==> src/rtl/pwm_pkg.sv <==
// Shared definitions for the PWM generator/capture pair: FSM encoding and counter limits.
package pwm_pkg;

  localparam int unsigned PWM_WIDTH_DEFAULT = 8;

  typedef enum logic [1:0] {
    ST_IDLE = 2'd0,
    ST_HIGH = 2'd1,
    ST_LOW  = 2'd2
  } pwm_state_e;

  // Largest count a width-bit counter can hold (2^width - 1).
  function automatic int unsigned cnt_max(input int unsigned width);
    return (32'(1) << width) - 32'(1);
  endfunction

endpackage

==> src/rtl/sincronizador_flancos.sv <==
// Two-flop synchronizer for an asynchronous level plus a delay stage for edge detection.
module sincronizador_flancos (
  input  logic clk,
  input  logic reset,
  input  logic pwm_in,
  output logic s2,
  output logic rise,
  output logic fall
);

  logic s1_q, s1_d;
  logic s2_q, s2_d;
  logic s3_q, s3_d;

  always_comb begin
    s1_d = pwm_in;
    s2_d = s1_q;
    s3_d = s2_q;
  end

  always_ff @(posedge clk) begin
    if (reset) begin
      s1_q <= 1'b0;
      s2_q <= 1'b0;
      s3_q <= 1'b0;
    end else begin
      s1_q <= s1_d;
      s2_q <= s2_d;
      s3_q <= s3_d;
    end
  end

  assign s2   = s2_q;
  assign rise = s2_q & ~s3_q;
  assign fall = ~s2_q & s3_q;

endmodule

==> src/rtl/pwm_capture.sv <==
// Measures period (rise to rise) and high time (rise to fall) of a PWM input in clk cycles.
module pwm_capture
  import pwm_pkg::*;
#(
  parameter int unsigned WIDTH = PWM_WIDTH_DEFAULT
) (
  input  logic             clk,
  input  logic             reset,
  input  logic             enable,
  input  logic             pwm_in,
  output logic [WIDTH-1:0] period_out,
  output logic [WIDTH-1:0] duty_out,
  output logic             valid,
  output logic             overflow
);

  localparam logic [WIDTH-1:0] CNT_MAX = WIDTH'(cnt_max(WIDTH));
  localparam logic [WIDTH-1:0] CNT_ONE = WIDTH'(1);

  logic s2, rise, fall;

  pwm_state_e       state_q, state_d;
  logic [WIDTH-1:0] cnt_q, cnt_d;
  logic [WIDTH-1:0] hcnt_q, hcnt_d;
  logic [WIDTH-1:0] period_q, period_d;
  logic [WIDTH-1:0] duty_q, duty_d;
  logic             valid_q, valid_d;
  logic             overflow_q, overflow_d;

  sincronizador_flancos u_sync (
    .clk    (clk),
    .reset  (reset),
    .pwm_in (pwm_in),
    .s2     (s2),
    .rise   (rise),
    .fall   (fall)
  );

  // Next-state, counters and result capture.
  always_comb begin
    state_d    = state_q;
    cnt_d      = cnt_q;
    hcnt_d     = hcnt_q;
    period_d   = period_q;
    duty_d     = duty_q;
    valid_d    = 1'b0;
    overflow_d = overflow_q;

    if (!enable) begin
      state_d = ST_IDLE;
      cnt_d   = '0;
      hcnt_d  = '0;
    end else begin
      case (state_q)
        ST_IDLE: begin
          cnt_d  = '0;
          hcnt_d = '0;
          if (rise) begin
            cnt_d   = CNT_ONE;
            hcnt_d  = CNT_ONE;
            state_d = ST_HIGH;
          end
        end

        ST_HIGH: begin
          if (fall) begin
            cnt_d   = cnt_q + CNT_ONE;
            state_d = ST_LOW;
          end else if (cnt_q == CNT_MAX) begin
            overflow_d = 1'b1;
            cnt_d      = '0;
            hcnt_d     = '0;
            state_d    = ST_IDLE;
          end else begin
            cnt_d = cnt_q + CNT_ONE;
            // Without a fall the synchronized level is still high here.
            if (s2) hcnt_d = hcnt_q + CNT_ONE;
          end
        end

        ST_LOW: begin
          if (rise) begin
            period_d   = cnt_q;
            duty_d     = hcnt_q;
            valid_d    = 1'b1;
            overflow_d = 1'b0;
            cnt_d      = CNT_ONE;
            hcnt_d     = CNT_ONE;
            state_d    = ST_HIGH;
          end else if (cnt_q == CNT_MAX) begin
            overflow_d = 1'b1;
            cnt_d      = '0;
            hcnt_d     = '0;
            state_d    = ST_IDLE;
          end else begin
            cnt_d = cnt_q + CNT_ONE;
          end
        end

        default: begin
          cnt_d   = '0;
          hcnt_d  = '0;
          state_d = ST_IDLE;
        end
      endcase
    end
  end

  always_ff @(posedge clk) begin
    if (reset) begin
      state_q    <= ST_IDLE;
      cnt_q      <= '0;
      hcnt_q     <= '0;
      period_q   <= '0;
      duty_q     <= '0;
      valid_q    <= 1'b0;
      overflow_q <= 1'b0;
    end else begin
      state_q    <= state_d;
      cnt_q      <= cnt_d;
      hcnt_q     <= hcnt_d;
      period_q   <= period_d;
      duty_q     <= duty_d;
      valid_q    <= valid_d;
      overflow_q <= overflow_d;
    end
  end

  assign period_out = period_q;
  assign duty_out   = duty_q;
  assign valid      = valid_q;
  assign overflow   = overflow_q;

endmodule

==> config.mk <==
export PLATFORM = sky130hd
export DESIGN_NAME = pwm_capture
export DESIGN_NICKNAME = d
export VERILOG_FILES = /design/src/rtl/pwm_pkg.sv /design/src/rtl/sincronizador_flancos.sv /design/src/rtl/pwm_capture.sv
export SDC_FILE = /design/constraint.sdc
export NUM_CORES = 1
export LEC_CHECK = 0
export CAP_MARGIN = 20
export CORE_UTILIZATION = 35
export CTS_CLUSTER_SIZE = 12
export DETAILED_ROUTE_END_ITERATION = 10
export PLACE_DENSITY = 0.61
export SLEW_MARGIN = 5
export SYNTH_ARGS = -nofsm -noshare
export SYNTH_HDL_FRONTEND = slang
export SYNTH_SLANG_ARGS = --single-unit
export TNS_END_PERCENT = 30
==> constraint.sdc <==
create_clock -name clk -period 2.5 [get_ports clk]
set_input_delay 0.5 -clock clk [delete_from_list [all_inputs] [get_ports clk]]
set_output_delay 0.5 -clock clk [all_outputs]
set_load 0.05 [all_outputs]
* Yosys cells after proc, flatten, opt, wreduce, memory -nomap -nowiden *
Cells that the tools add are included.

storage, ports and cells
  input port bits = 4
  bits in read-only memories = 0
  output and inout bits = 18
  logic and storage cells = 53
  memories kept = 0
  register bits = 39
  bits in latches = 0
  memory bits (writable) = 0

cells by class
  multiply operators = 0
  mux-type cells = 21
  $add $sub $neg = 2
  divide/modulo/power cells = 0
  bitwise gates (word level) = 6
  reductions and logical operators = 7
  eq/ne operators = 7
  $lt $le $gt $ge = 0
  shifts and indexed selects = 0

operators with widths
  kind                                                 count
  2-to-1 mux 8 bit                                     8
  one-hot mux 8 bit (3 select lines)                   2
  adder 8 x 1 -> 8 bit, second input constant          2
  AND reduction 3 bit                                  3
  equality test 8 bit, second input constant           1
  2-to-1 mux 2 bit                                     4
  one-hot mux 2 bit (3 select lines)                   1
  2-to-1 mux 1 bit                                     5
  != test 2 bit, second input constant                 2
  NOT 1 bit                                            4
  != test 3 x 2 -> 1 bit, second input constant        1
  != test 3 bit, second input constant                 1
  OR reduction 3 bit                                   1
  bitwise AND 1 bit                                    2
  equality test 2 x 1 -> 1 bit, second input constant  1
  equality test 2 bit, second input constant           1
  logical NOT 2 bit                                    1
  one-hot mux 1 bit (2 select lines)                   1
  nonzero test 2 bit                                   1
  OR reduction 2 bit                                   1

* Longest topological paths before layout *
Gate-level depths: netlist of run 1.

  word-level depth = 5
  mapped depth = 6
  gate-level depth less buffers = 5

* By module *
A second synthesis of run 1 with hierarchy kept.

second synthesis, totals
  cells, all modules = 196
  area, all modules = 1702.9 sq um

by module, submodules not included
  module                 instances  cells each  seq. area each (sq um)  area an instance (sq um)
  pwm_capture            1          188         720.7                   1611.5
  sincronizador_flancos  1          8           60.1                    91.3

* Worst setup path before layout of run 1 *
OpenSTA, ideal clock, no wires.

  kind = register to register
  start point = register cnt_q[0]
  end point = register cnt_q[2]
  path buffers = 0
  setup slack = 1.003 ns
  setup time = 0.132 ns
  stages on the path, launching flop included = 6
  clock period less this slack = 1.497 ns
  data arrival time = 1.365 ns
  data required time = 2.368 ns
  cell sequence = dfxtp_1 ha_1 and4_1 nand2_1 a21oi_1 nor3_1

on the way
  cells in the longest elaborated chain, start to end = 4
  elaborated cells between the ends (all ways) = 6
  those cells by class = add/sub: 1; eq/ne: 1; mux: 4

RTL lines
  element                                                             RTL line                              RTL
  start, declared                                                     pwm_capture.sv:23                     logic [WIDTH-1:0] cnt_q, cnt_d;
  start signal, assigned                                              pwm_capture.sv:120                    cnt_q <= cnt_d;
  adder 8 x 1 -> 8 bit / equality test 8 bit (equally long branches)  --
  2-to-1 mux 8 bit                                                    pwm_capture.sv:69, pwm_capture.sv:90
  2-to-1 mux 8 bit, on equally long branches                          pwm_capture.sv:82, pwm_capture.sv:66
  one-hot mux 8 bit (3 select lines) *                                pwm_capture.sv:54                     case (state_q)

Mark *: on every way between the ends. The rest lies on a longest branch, timed or not.
A chain may end at the register's enable or synchronous reset.

* Worst setup path in the final report of run 1 *
  start point = register overflow_q (netlist: overflow)
  end point = output overflow

RTL lines
  element                 RTL line            RTL
  start, declared         pwm_capture.sv:28   logic overflow_q, overflow_d;
  start signal, assigned  pwm_capture.sv:125  overflow_q <= overflow_d;
  end, declared           pwm_capture.sv:14   output logic overflow

No word-level cell between the ends.

==> flow_results.org, run 1 <==
** Setup path
- For the worst setup path, the data required time is 2000 ps.
- The signal on the critical path passes through clkdlybuf4s50_1.
- Among cell families on the critical path, the largest total delay comes from buffers and inverters.
- For this run, the slowest stage of the critical path takes 810 ps.
- The startpoint identified for the worst register-to-register timing path is cnt_q[0].
- Data arrival time of the critical path :: 1460 ps
- Number of buffer and inverter instances along the worst setup path :: 1
- STA classifies the critical path startpoint as a flip-flop.
- Class of the most critical setup path :: reg -> out
- The slowest stage of the critical path belongs to the cell sky130_fd_sc_hd__clkdlybuf4s50_1.
- Critical path fanouts, max :: 2
- The critical path starts at overflow.
- STA classifies the critical path endpoint as an output port.

** Synth
- Seq cells post-synth :: 39
- Async set or reset register ratio after synthesis :: 0
- The largest total area in the synthesized netlist belongs to sky130_fd_sc_hd__dfxtp_1.
- The portion of synthesized area spent on multiplexers is 0.00596.
- Dividing the synthesized area by the synthesized cell count gives 8.35 um2.
- The cell count after synthesis came out at 201.
- Of the total synthesized cell area, the portion taken by full adders, half adders and majority gates is 0.0149.
- Largest family of logic cells by synthesized area :: simple AND/OR/NAND/NOR gates
- Post-synth design cell area :: 1680 um2
- Simple-gate share of the synthesized area :: 0.303
- The synthesized design contains 0 enable-type register cells.
- Syn nets :: 207
- For this run, the number of Yosys warnings is 0.
- Counting instances in the post-synthesis netlist gives the leading cell types as 49 x sky130_fd_sc_hd__nand2_1, 39 x sky130_fd_sc_hd__dfxtp_1, 20 x sky130_fd_sc_hd__a21oi_1.
- Most frequently used cell type in the post-synthesis netlist :: sky130_fd_sc_hd__nand2_1
- Of the total synthesized cell area, the portion taken by XOR and XNOR cells is 0.0313.
- Share of the synthesized area in compound gates (AO/OA/AOI/OAI) :: 0.156
- The most used flip-flop cell after synthesis is sky130_fd_sc_hd__dfxtp_1.
- Of the synthesized area, sequential elements account for 0.465.
- Synth top area share :: 0.465
- By area the synthesized netlist is led by sky130_fd_sc_hd__dfxtp_1 46%, sky130_fd_sc_hd__nand2_1 11%, sky130_fd_sc_hd__a21oi_1 6.0%, sky130_fd_sc_hd__nand3_1 3.3%, sky130_fd_sc_hd__nor3_1 2.4%.
- Number of distinct library cell variants in the gate-level netlist after synthesis :: 40

** Placed design
- Input/output buffers :: 21
- The placed instances occupy a cell area of 1970 um2.
- Detailed placement finished with a half-perimeter wire length of 2.70 mm.
- Weighted congestion at the end of routability-driven global placement :: 0.906

** STA
- Fin Clk Skew :: 5.02 ps
- Hold Vio Cnt, Final :: 0
- Final slew viol count :: 0
- For this run, the top clock speed supported by timing is 0.511 GHz.
- Counting I/O delays and the setup requirement, the final critical path takes 1960 ps.
- Setup repair after global routing left no endpoint under its margin.
- Of the available clock period, the critical path in the final layout requires 0.782.
- Slew margin rel. :: 0.627
- Transition time of the tightest slew-check pin :: 554 ps
- Number of failing setup endpoints in the final timing report :: 0
- Setup_tns :: 0 ps

** Clock tree
- After clock tree synthesis, the clock-pin slew on the worst setup and hold paths is 70 ps.
- Skew-Pair Late Insertion Delay :: 290 ps
- The clock tree synthesis step divided the H-tree into 2 levels.
- The clock passes through at most 2 buffers.
- Clock tree root driver cell :: sky130_fd_sc_hd__clkbuf_8
- Clock buffers created by TritonCTS :: 5
- The clock drives 39 sinks.
- Clock tree from TritonCTS :: yes
- After clock tree synthesis, the flow added hold-fix buffers numbering 0.
- Post-CTS Setup Bufs :: 0
- Post-CTS Resized :: 0

** Route
- Wire segments on met3 add up to 209 um in the final route.
- The count of nets left with antenna violations once routing finished came out at 0.
- For this run, the detailed router's first-pass iteration total came to 7.
- Number of vias in the routed layout :: 1493
- Aggregate routed wire length :: 3.73 mm
- In the final routed layout, each cell accounts on average for 13.2 um.
- Uppermost layer routed :: met4
- Dividing the detail-routed via count by the number of cells gives 5.29.
- The routed design uses 1.66 mm of met2 wire.
- DRC viols :: 2
- For this block, wires on met1 add up to 1.80 mm.
- Number of violations reported at the end of detailed-routing iteration 0 :: 99

** Global route
- For this run, the total global-route usage over all layers was measured as 0.166.
- Number of global-route vias before repair :: 1357
- After global routing the overflow that remains totals 0.
- The number of antenna violations at the first check in global routing is 0.
- Global-route wire length before repair :: 6.47 mm
- Entering global routing, the biggest net connects 18 pins.

** Outcome
- The checks that failed: DRC.
- Run status :: complete, but fails checks

** Finish
- Area Overhead vs Synth :: 22.3%
- Of the cells placed in the final design, the portion with a size suffix greater than 1 is 0.0739.
- For this run, the post-layout net count is 235.
- Number of fill cells :: 462
- The finished cells cover 2050 um2.
- Antenna diode instance count :: 0

** Die
- Die width :: 71.3 um
- IO Pins :: 22
- The die covers 5080 um2.
- Row count :: 24
- The initial utilization of the core area, before any placement, comes to 0.375.
- The core region is 4470 um2.
- Die H :: 71.3 um

** Power
- Power spread over the standard cell area amounts to 522 nW/um2.
- Worst vdd rail ir drop :: 0.235 mV
- Static power due to leakage :: 0.679 nW

** Hold path
- Worst hold path class :: reg -> reg
- Hold path startpoint :: u_sync.s1_q

** Flow run
- Maximum Capacitance Violations :: 0
[metrics by stage]
step / util / std cells / power [W] / hold WS, ps / setup slack, ps
after floorplan: - / 201 / 0.000661 / 414 / 1000
after global placement: 0.440 / 274 / 0.000677 / 417 / 479
after detailed placement: 0.440 / 274 / 0.000677 / 428 / 444
after CTS: 0.459 / 282 / 0.00109 / 446 / 514
after global routing: 0.459 / 282 / 0.00112 / 475 / 428
final: 0.459 / 282 / 0.00107 / 439 / 544
[cell type report]
cell class | instances | area, um2 | share of cell area
Inverter | 2 | 7.51 | 0.00366
Sequential cell | 39 | 781 | 0.380
Timing Repair Buffer | 27 | 255 | 0.124
Clock inverter | 2 | 12.5 | 0.00609
Multi-Input combinational cell | 154 | 860 | 0.419
Clock buffer | 6 | 72.6 | 0.0353
Tap cell | 52 | 65.1 | 0.0317
[final timing paths]
path                    end  slack, ps  cells past startpoint
setup / recovery   overflow        540                      1
setup reg to reg   cnt_q[5]        680                      5
hold reg to reg   u_sync.s2        440                      1
hold / removal    u_sync.s2        440                      1
[flip-flops by register name, indices dropped and copies added, names as in the netlist]
register and count:
cnt_q 8, duty_out 8, hcnt_q 8, overflow 1
period_out 8, state_q 2, u_sync.s1_q 1, u_sync.s2 1
u_sync.s3_q 1, valid 1
[power breakdown]
group	switching, W	leakage, nW	internal [W]
clock	0.000214	0.0412	0.000195
combinational	0.0000215	0.323	0.0000141
sequential	0.00000329	0.315	0.000624
total	0.000239	0.679	0.000833
[routing by layer]
metal  up-vias  global-route usage
met3         4              0.0492
met2        40               0.242
met1       693               0.223
met4         0              0.0800
met5         -                   0
li1        756                   -
[placed cells by master, fill, tap and decap left out, types with 2 or more instances in the layout]
master and count:
sky130_fd_sc_hd__buf_4 6, sky130_fd_sc_hd__clkbuf_8 5, sky130_fd_sc_hd__xor2_1 3, sky130_fd_sc_hd__o21ai_0 5
sky130_fd_sc_hd__a21oi_1 20, sky130_fd_sc_hd__o211ai_1 2, sky130_fd_sc_hd__dfxtp_1 39, sky130_fd_sc_hd__xnor2_1 3
sky130_fd_sc_hd__inv_1 2, sky130_fd_sc_hd__nand2_1 49, sky130_fd_sc_hd__nand4_1 2, sky130_fd_sc_hd__and3_1 4
sky130_fd_sc_hd__clkdlybuf4s50_1 21, sky130_fd_sc_hd__o32a_1 2, sky130_fd_sc_hd__nor2b_1 4, sky130_fd_sc_hd__and2_1 2
sky130_fd_sc_hd__a31oi_1 2, sky130_fd_sc_hd__or3_1 3, sky130_fd_sc_hd__nand2b_1 6, sky130_fd_sc_hd__nor3_1 8
sky130_fd_sc_hd__nor2_1 8, sky130_fd_sc_hd__ha_1 2, sky130_fd_sc_hd__nand3_1 11, sky130_fd_sc_hd__and2b_1 2
[cells by family (layout without fill, tap and decap cells)]
logic type / Yosys count / after routing
AOI/OAI and AO/OA: 41 / 41
DFF: 39 / 39
buffers and inverters: 8 / 37
xor gates and xnor gates: 6 / 6
adders and majority gates: 2 / 2
muxes: 1 / 1
and+or+nand+nor: 104 / 104
No activity file was read; power rests on OpenSTA's default activity.
==> run 2: changes to the inputs <==
==> constraint.sdc (replaced) <==
create_clock -name clk -period 1.9 [get_ports clk]
set_input_delay 0.38 -clock clk [delete_from_list [all_inputs] [get_ports clk]]
set_output_delay 0.38 -clock clk [all_outputs]
set_load 0.05 [all_outputs]
==> run 2 against run 1 <==
The run still ends with DRC left. Critical path depth stayed put. Register-to-register slack worse by 470 ps. Combinational power is 49% higher. Clock power is 51% higher. Clock skew is 3.9 ps higher. Sequential power is 32% higher. Cell count is 2.1% higher. Routed wire length is 1.3% lower. Count of clock-buffer cells in the layout is 1 higher.
==> flow_results.org, run 2 (synthesis results as in run 1) <==
** Outcome
- The run finished, with violations left.
- The checks that failed: DRC.

** STA
- Final slew viol count :: 0 (unchanged)
- Fin crit period :: 1840 ps
- Hold Vio Cnt, Final :: 0 (unchanged)
- The worst-case setup margin in the final layout is 62.8 ps (-482 ps).
- The aggregate negative setup slack is 0 ps (unchanged).
- Setup repair after global routing left no endpoint under its margin.
- Fmax achieved :: 0.544 GHz
- Slew margin rel. :: 0.666 (+0.0394)
- Final period utilization :: 0.967
- The number of setup violations in the final report was 0 (unchanged).
- Transition time of the tightest slew-check pin :: 499 ps (-54.9 ps)
- The worst clock skew on the final layout came to 8.89 ps (+3.87 ps).

** Clock tree
- Clock sinks :: 39 (unchanged)
- Clock tree root driver cell :: sky130_fd_sc_hd__clkbuf_8
- Post-CTS Setup Bufs :: 0 (unchanged)
- Clock Pin Slew Worst Setup and Hold Paths :: 80 ps (about the same)
- The clock buffer count from CTS is 5 (unchanged).
- Skew-Pair Late Insertion Delay :: 290 ps (about the same)
- TritonCTS built the clock tree.
- Hold bufs inserted after CTS :: 0 (unchanged)
- The count of instances resized after the clock tree is built was 0 (unchanged).
- CTS H-tree depth :: 2 (unchanged)
- Buffer depth of the longest clock path :: 2 (unchanged)

** Route
- Final antenna-violating net count :: 0 (unchanged)
- The mean number of vias per cell was 5.13 (-3.1%).
- DRT Pass-1 Iters :: 7 (unchanged)
- The overall via count from detail_route was 1478 (-1.0%).
- Aggregate routed wire length :: 3.68 mm (-1.3%)
- The routed length per instance was 12.8 um (-3.4%).
- The first-iteration detailed-routing DRC count was 73 (-26%).
- The number of design rule violations left after detail routing was 2 (unchanged).

** Finish
- The number of fill cells is 459 (-0.65%).
- Count of placed standard cells in the final layout, fillers left out :: 288 (+2.1%)
- The fraction of final layout cells with drive strength greater than 1 was 0.106 (+0.0320).
- Top library cells by usage in the layout, fill and taps aside :: 49 x sky130_fd_sc_hd__nand2_1, 39 x sky130_fd_sc_hd__dfxtp_1, 21 x sky130_fd_sc_hd__clkdlybuf4s50_1
- Antenna diode instance count :: 0 (unchanged)
- The summed area of non-filler cells in the final layout came to 2140 um2 (+4.0%).
- Area Overhead vs Synth :: 27.2%
- Post-layout nets :: 241 (+2.6%)
- Leaving out fill and tap cells, the most frequent cell in the layout is sky130_fd_sc_hd__nand2_1.

** Die
- The area of the placeable core came to 4470 um2 (unchanged).
- Overall die area :: 5080 um2 (unchanged)
- The initial standard-cell utilization of the core is 0.375 (unchanged).
- Die width :: 71.3 um (unchanged)
- The number of top-level pins was 22 (unchanged).
- Die H :: 71.3 um (unchanged)
- The placement row count came to 24 (unchanged).

** Setup path
- In this run the worst setup path terminates at overflow.
- STA classifies the critical path startpoint as a flip-flop.
- Cell with the largest stage delay on the worst path :: sky130_fd_sc_hd__clkdlybuf4s50_1
- Kind of cell adding the most delay to the critical path :: buffers and inverters
- The sum of buffers and inverters on the critical path was 1 (unchanged).
- The count of cell instances traversed by the critical path came to 1 (unchanged).
- The depth of the worst register-to-register path was 5 (unchanged).
- Data arrival time of the critical path :: 1460 ps (about the same)
- Critical path cell sequence :: clkdlybuf4s50_1
- Register-to-Register Setup Slack :: 210 ps (-470 ps)
- Stage delay of the slowest cell on the critical path :: 810 ps (about the same)
- The critical path required time is 1520 ps (-480 ps).
- Worst R2R Start :: cnt_q[1]
- In this run the critical register-to-register path is captured at hcnt_q[1].
- STA classifies the critical path endpoint as an output port.
- Critical path fanouts, max :: 2 (unchanged)
- Worst setup startpoint :: overflow
- The critical path is of the reg -> out type.

** Global route
- Gr ovfl total :: 0 (unchanged)
- The wire length of the first global-routing pass is 6.22 mm (-4.0%).
- The total track usage was 0.159 (-0.00615).
- Antenna violations before repair :: 0 (unchanged)
- Number of global-route vias before repair :: 1292 (-4.8%)
- The pin count of the biggest net entering global routing was 22 (+4).

** Placed design
- Number of placed instances, taps included :: 280 (+2.2%)
- Input/output buffers :: 21 (unchanged)
- The instance area after placement came to 2030 um2 (+2.9%).
- The half-perimeter wire length after placement is 2.66 mm (-1.7%).
- The worst slack at placement is 17.1 ps (-426 ps).
- Weighted congestion at the end of routability-driven global placement :: 0.819 (-9.6%)

** Power
- The switching power of the nets was 0.000322 W (+35%).
- The cell leakage power was 0.718 nW (+5.8%).
- Power share of the sequential group :: 0.552 (-0.033)
- Share of total power in the clock network :: 0.413 (+0.031)
- Power Internal :: 0.00117 W (+41%)
- The relative contribution of combinational cells to total power came to 0.035 (+0.002).
- The switching fraction of total power is 0.215 (-0.00785).
- Worst vdd rail ir drop :: 0.309 mV (+32%)
- Power density over the cells :: 700 nW/um2 (+34%)

** Flow run
- The number of maximum-capacitance violations was 0 (unchanged).

** Hold path
- Worst hold path class :: reg -> reg
==> run 2: cell count changes in the layout (fill, tap and decap cells not counted), sizes merged <==
cell    delta
clkbuf     +1
clkinv     -1
buf        +6
==> run 2: final cells by class <==
class / instances / area [um2] / area share
multi-input cells: 154 / 866 / 0.405
well taps: 52 / 65.1 / 0.0305
clock buffers: 7 / 96.3 / 0.0451
repair buffers: 33 / 313 / 0.146
inverters: 2 / 7.51 / 0.00351
clock inverters: 1 / 7.51 / 0.00351
flip-flops and latches: 39 / 781 / 0.366
==> run 2: worst min-delay path by stage <==
| stage | cells after the start | start | endpoint | slack [ps] |
|---|---|---|---|---|
| 2_1_floorplan | 1 | u_sync.s1_q | u_sync.s2 | 410 |
| 4_1_cts | 1 | u_sync.s1_q | u_sync.s2 | 440 |
| 5_1_grt | 1 | u_sync.s1_q | u_sync.s2 | 450 |
| 6_report | 1 | u_sync.s1_q | u_sync.s2 | 430 |
| 3_3_place_gp | 1 | u_sync.s1_q | u_sync.s2 | 420 |
| 3_5_place_dp | 1 | u_sync.s1_q | u_sync.s2 | 430 |
==> run 2: power by group through the flow <==
stage | Combinational, W | Sequential, W | Clock [W]
4_1_cts | 0.0000526 | 0.000825 | 0.000640
3_5_place_dp | 0.0000525 | 0.000844 | 0
3_3_place_gp | 0.0000527 | 0.000844 | 0
6_report | 0.0000529 | 0.000825 | 0.000617
2_1_floorplan | 0.0000265 | 0.000843 | 0
5_1_grt | 0.0000575 | 0.000826 | 0.000677
==> run 2: metrics by stage <==
step                      power [W]  hold WS, ps   util
after floorplan            0.000869          414      -
after global placement     0.000897          417  0.453
after detailed placement   0.000896          428  0.453
after CTS                   0.00152          438  0.476
after global routing        0.00156          453  0.477
final                       0.00150          431  0.477
==> run 2: per-layer routing <==
| metal | up-vias | share of wire | GRT usage |
|---|---|---|---|
| met5 | - | 0 | 0 |
| met4 | 0 | 0.018 | 0.0667 |
| met3 | 6 | 0.030 | 0.0380 |
| met2 | 24 | 0.42 | 0.221 |
| met1 | 680 | 0.53 | 0.235 |
| li1 | 768 | - | - |
